### config.mk
export PLATFORM = sky130hd
export DESIGN_NAME = muldiv_seq
export DESIGN_NICKNAME = d
export VERILOG_FILES = /design/src/rtl/muldiv_seq.sv
export SDC_FILE = /design/constraint.sdc
export NUM_CORES = 1
export LEC_CHECK = 0
export CAP_MARGIN = 20
export CORE_MARGIN = 2
export CORE_UTILIZATION = 50
export CTS_CLUSTER_DIAMETER = 60
export DETAILED_ROUTE_END_ITERATION = 6
export PLACE_DENSITY = 0.86
export RECOVER_POWER = 50
export SLEW_MARGIN = 20
export SYNTH_ARGS = -nofsm -noshare
export SYNTH_HDL_FRONTEND = slang
export SYNTH_SLANG_ARGS = --single-unit
export TNS_END_PERCENT = 10
### constraint.sdc
create_clock -name clk -period 3.08 [get_ports clk]
set_input_delay 0.77 -clock clk [delete_from_list [all_inputs] [get_ports clk]]
set_output_delay 0.77 -clock clk [all_outputs]
set_load 0.01 [all_outputs]
### src/rtl/muldiv_seq.sv
// muldiv_seq: iterative unsigned MUL/MULHU/DIVU/REMU sequencer driving an external shared adder
module muldiv_seq #(
  parameter int XLEN  = 32,
  parameter int CNT_W = 6
) (
  input  logic            clk,
  input  logic            rst,
  input  logic            start,
  input  logic [1:0]      op,
  input  logic [XLEN-1:0] a,
  input  logic [XLEN-1:0] b,
  output logic            busy,
  output logic            done,
  output logic [XLEN-1:0] result,
  output logic [XLEN-1:0] add_a,
  output logic [XLEN-1:0] add_b,
  output logic            add_sel,
  input  logic [XLEN-1:0] add_sum
);
  typedef enum logic [1:0] {IDLE, CALC, DONE} state_t;
  state_t state_q, state_d;
  logic [1:0] op_q, op_d;
  logic [XLEN-1:0] r_q, r_d, q_q, q_d, m_q, m_d, res_q, res_d;
  logic [CNT_W-1:0] cnt_q, cnt_d;
  logic is_div, calc, co, take, b_zero;
  logic [XLEN-1:0] rsh;
  // r holds hi/rem, q holds lo/quo, m holds mcand/divisor
  assign is_div  = op_q[1];
  assign calc    = state_q == CALC;
  assign rsh     = {r_q[XLEN-2:0], q_q[XLEN-1]};
  assign add_a   = !calc ? '0 : is_div ? rsh : r_q;
  assign add_b   = !calc ? '0 : is_div ? ~m_q : q_q[0] ? m_q : '0;
  assign add_sel = calc & is_div;
  assign co      = (add_a[XLEN-1] & add_b[XLEN-1]) |
                   ((add_a[XLEN-1] ^ add_b[XLEN-1]) & ~add_sum[XLEN-1]);
  assign take    = r_q[XLEN-1] | co;
  assign b_zero  = b == '0;
  assign busy    = state_q != IDLE;
  assign done    = state_q == DONE;
  assign result  = done ? (op_q[0] ? r_q : q_q) : res_q;
  always_comb begin
    state_d = state_q;
    op_d    = op_q;
    r_d     = r_q;
    q_d     = q_q;
    m_d     = m_q;
    cnt_d   = cnt_q;
    res_d   = res_q;
    case (state_q)
      IDLE: if (start) begin
        op_d    = op;
        m_d     = op[1] ? b : a;
        r_d     = (op[1] && b_zero) ? a : '0;
        q_d     = !op[1] ? b : b_zero ? '1 : a;
        cnt_d   = '0;
        state_d = (op[1] && b_zero) ? DONE : CALC;
      end
      CALC: begin
        r_d     = is_div ? (take ? add_sum : rsh) : {co, add_sum[XLEN-1:1]};
        q_d     = is_div ? {q_q[XLEN-2:0], take} : {add_sum[0], q_q[XLEN-1:1]};
        cnt_d   = cnt_q + 1'b1;
        state_d = cnt_q == CNT_W'(XLEN - 1) ? DONE : CALC;
      end
      DONE: begin
        res_d   = result;
        state_d = IDLE;
      end
      default: state_d = IDLE;
    endcase
  end
  always_ff @(posedge clk) begin
    if (rst) begin
      state_q <= IDLE;
      op_q    <= '0;
      r_q     <= '0;
      q_q     <= '0;
      m_q     <= '0;
      cnt_q   <= '0;
      res_q   <= '0;
    end else begin
      state_q <= state_d;
      op_q    <= op_d;
      r_q     <= r_d;
      q_q     <= q_d;
      m_q     <= m_d;
      cnt_q   <= cnt_d;
      res_q   <= res_d;
    end
  end
endmodule

# After elaboration in Yosys (flattened, before gate mapping)
# Index checks and enable logic that the tools add are counted.
# Widths: inputs -> output; s select.
[word_totals]
reg_bits = 138
elab_cells = 51
inputBits = 101
output_inout_bits = 99
[op_classes]
muxes = 24
addsub = 1
reduce_logical = 7
n_eq_ne = 4
bitwise = 8
[ops]
columns = ["op", "n"]
rows = [
  ["$mux 32", 16],
  ["$pmux 32 s2", 2],
  ["$logic_not 32->1", 1],
  ["$not 32->32", 1],
  ["$pmux 6 s2", 1],
  ["$add 6x1->6 const B", 1],
  ["$eq 6x5->1 const B", 1],
  ["$mux 2", 3],
  ["$mux 6", 1],
  ["$pmux 2 s2", 1],
  ["$reduce_and 2->1", 2],
  ["$reduce_bool 2->1", 2],
  ["$and 1x1->1", 3],
  ["$eq 2x1->1 const B", 1],
  ["$eq 2x2->1 const B", 1],
  ["$logic_not 2->1", 1],
  ["$ne 2x2->1 const B", 1],
  ["$or 1x1->1", 2],
  ["$logic_and 1x1->1", 1],
  ["$not 1->1", 1],
  ["$xor 1x1->1", 1],
]

# Longest topological paths before layout
[depth]
word_depth = 10
ltp_mapped = 12
ltp_nobuf = 7

# Worst setup path after synthesis
# Ideal clock, no wire load.
[synth_timing]
kind = "register to register"
start = "reg op_q[1]"
end = "reg r_q[4]"
period_less_slack_ns = 2.515
path_slack_ns = 0.565
arrival_time_ns = 2.442
path_stages_with_launch = 13
t_required_ns = 3.007
n_path_buf = 5
setup_ns = 0.073
path_cell_list = "dfxtp_1 -> buf_4 -> buf_4 -> buf_2 -> nand3b_1 -> a21oi_1 -> ha_1 -> nand2b_1 -> clkbuf_2 -> buf_2 -> a21oi_1 -> or3_1 -> o211ai_2"
[synth_between]
elab_chain_cells = 9
word_cells_on_any_way = 12
classes_between = "mux: 7; bitwise: 5"
[synth_lines]
columns = ["item", "line_no", "source"]
rows = [
  ["start, declared", "22", "logic [1:0] op_q, op_d;"],
  ["start signal, assigned", "82", "op_q <= op_d;"],
  ["$mux 32 * (2 in series)", "32", "assign add_b = !calc ? '0 : is_div ? ~m_q : q_q[0] ? m_q : '0;"],
  ["named net add_b[31]", "16", "output logic [XLEN-1:0] add_b,"],
  ["$xor 1x1->1", "35", "((add_a[XLEN-1] ^ add_b[XLEN-1]) & ~add_sum[XLEN-1]);"],
  ["$and 1x1->1", "35", ""],
  ["$or 1x1->1 *", "34", "assign co = (add_a[XLEN-1] & add_b[XLEN-1]) |"],
  ["$or 1x1->1 *", "36", "assign take = r_q[XLEN-1] | co;"],
  ["$mux 32 * (2 in series)", "59", "r_d = is_div ? (take ? add_sum : rsh) : {co, add_sum[XLEN-1:1]};"],
  ["$pmux 32 s2 *", "49", "case (state_q)"],
  ["end signal, assigned", "83", "r_q <= r_d;"],
  ["end, declared", "23", "logic [XLEN-1:0] r_q, r_d, q_q, q_d, m_q, m_d, res_q, res_d;"],
]
# Mark *: on every way through the listed nets, which the timed path passes. The rest lies on a longest branch.
# A chain may end at the register's enable or synchronous reset.

# Final worst setup path
[layout_timing]
start = "reg op_q[1]"
end = "out add_b[25]"
[layout_between]
elab_chain_cells = 2
[layout_lines]
columns = ["item", "line_no"]
rows = [
  ["$mux 32 (2 in series)", "32"],
  ["end, declared", "16"],
]
# No other way between the ends.

==> run metrics <==
starting density of the core=51.3%; mean post-synth cell area=8.04 µm²; 1st-pass router iterations=5; root buf cell=clkbuf_16; post-layout util=67.2%; Final Slew Violations=0; Total Routing Usage GR=29.8%; syn nets=1211; I/O pins=200; Layout fillers=1378; wire length on met3=3.18 mm; antenna violations before repair=1; top-area cell type share of the netlist area=31.0%; crit path kind=reg -> out; outcome=complete, no violations; worst-path fanout max=21; met2 WL post-DR=12.6 mm; grt ovf=0; Mapped Area=0.00891 mm²; site row count=48; Post-synth top cells=mux2i_1, dfxtp_1, nor2_1; Final period util=97.6%; count leader, synth=mux2i_1; area grow syn2layout=30.8%; min Tclk post-route=3010 ps; Final Cell Area=0.0117 mm²; fmax=0.333 GHz; LEAKAGE=3.99 nW; layout cells sized above 1=9.49%; drt wl/cell=19.4 µm; final setup fails=0; post-DP HPWL=20.2 mm; DP Cell Count=1458; vias in the first global route=8050; Rel. slew slack=54.0%; Post-synth EDFFs=0; Nets=1356; RD Place Congestion=0.920; First DRT Iteration DRCs=854; first-pass GRT wire length=43.7 mm; RSZ-0062 raised after global routing=true; PD cells=447 mW/mm²; H-tree Lvls=4; final WL=28.9 mm; Post-Syn Instances=1108; drt drc=0; synth warn=0; worst ir drop on vdd=0.000414 V; Die Ht=137 µm; FFs w/ async S/R, synth=0%; Hold WS=504 ps; die footprint=0.0189 mm²; Yosys top cell by area=dfxtp_1; Worst-path clk slew=60 ps; number of clock sinks=138; CTS Hold Bufs=0; die width=137 µm; Worst setup SP type=register; vias post-DR=8933; core footprint=0.0174 mm²; worst hold path type=reg -> reg; post-synthesis register bit count=138; Met1 Wirelength=12.1 mm; Worst-Skew Late Latency=430 ps; Max Buffers Root-to-Sink=2; top cells by area, synth=dfxtp_1, mux2i_1, a21oi_1; Inserted Clock Buffers=17; # port buffers=199; top layer in use=met4; R2R depth=9; CTS tree=yes; worst-margin pin slew=689 ps; largest net degree at the start of global routing=62; ys flop type=dfxtp_1; Non-Filler Instances=1490; Crit path required time=2310 ps; DP Area=0.0110 mm²; hold depth=1; vias per cell=6.00; r2r setup slk=260 ps; final hold vios=0; Layout Skew=6.37 ps; post-route antenna net violation count=0; synth unique cells=45; Critical Path AT=2240 ps; CP Capture Type=output pin; sequential share of the synthesized area=31.0%; max-cap violations=0; total power=0.00520 W
[per-layer routing]
layer	track usage [%]	up-vias
met1	41.1	4054
met2	45.6	524
met4	11.3	0
li1	-	4263
met3	6.36	92
met5	0	-
[where the power goes]
| part | internal, W | switching (W) | leakage, nW |
|---|---|---|---|
| Combinational | 0.000455 | 0.000501 | 2.56 |
| Clock | 0.00141 | 0.000798 | 0.298 |
| Sequential | 0.00190 | 0.000142 | 1.13 |
[cell families after synthesis]
| family | Yosys count | share of synthesized area, % |
|---|---|---|
| adder cells (fa/ha/maj) | 2 | 0.281 |
| AO/OA/AOI/OAI | 301 | 19.4 |
| multiplexers | 190 | 21.8 |
| XOR/XNOR | 3 | 0.295 |
| AND/OR/NAND/NOR | 365 | 21.1 |
| buffers and inverters | 109 | 6.10 |
| flip-flops | 138 | 31.0 |
[layout by cell type (no fill, tap or decap), types with 2 or more instances in the layout]
cell	count
mux2i_1	158
nor2_1	103
ha_1	2
o21ba_2	2
bufinv_16	4
nor2_2	2
nor4_1	6
o211ai_2	6
nor3_1	3
nand2b_1	34
nand3b_1	2
nor4b_1	31
nand2b_2	2
o211ai_1	26
dfxtp_1	136
inv_1	2
buf_12	4
clkbuf_16	18
nor2b_1	33
nand2_1	101
o21ai_0	90
xor2_1	3
buf_6	3
clkdlybuf4s50_1	194
buf_4	28
or3_1	33
a21oi_1	98
dlymetal6s2s_1	3
a211oi_1	33
clkinv_2	2
and4_1	2
o21ai_1	39
nand4_1	2
mux2_2	32
clkinvlp_4	4
[sequential cells by signal, summed over array words and instances (netlist names)]
name / count
r_q: 32
res_q: 32
state_q: 2
op_q: 2
q_q: 32
cnt_q: 6
m_q: 32
[timing repair]
item	CTS	global route
buffers inserted	1	0
gates resized for setup	0	7
endpoints found under the setup margin	11	25
[through the flow]
stage / setup WS (ps) / setup TNS [ps]
2_1_floorplan: 565 / 0
3_3_place_gp: 347 / 0
3_5_place_dp: 352 / 0
4_1_cts: 31.8 / 0
5_1_grt: -4.89 / -4.93
6_report: 74.7 / 0
[path summary, 6_finish.rpt]
path	from	end
hold / removal	cnt_q[0]	cnt_q[0]
hold reg to reg	cnt_q[0]	cnt_q[0]
setup reg to reg	state_q[1]	r_q[11]
setup / recovery	op_q[1]	add_b[25]
[worst max-delay path, stage by stage, from the launching register on]
cell             delay, ps
dfxtp_4                610
buf_16                 220
mux2_2                 350
nor2_1                  80
clkdlybuf4s50_1        540
[final cells by class]
class	count	area, µm²	area share, %
Multi-Input combinational cell	861	5630	48.3
Sequential cell	138	2770	23.7
Timing Repair Buffer	233	2330	20.0
Clock buffer	19	464	3.98
Tap cell	225	282	2.42
Clock inverter	11	169	1.45
Inverter	2	7.51	0.0644
Antenna cell	1	2.50	0.0215
(Power assumes the default switching activity.)
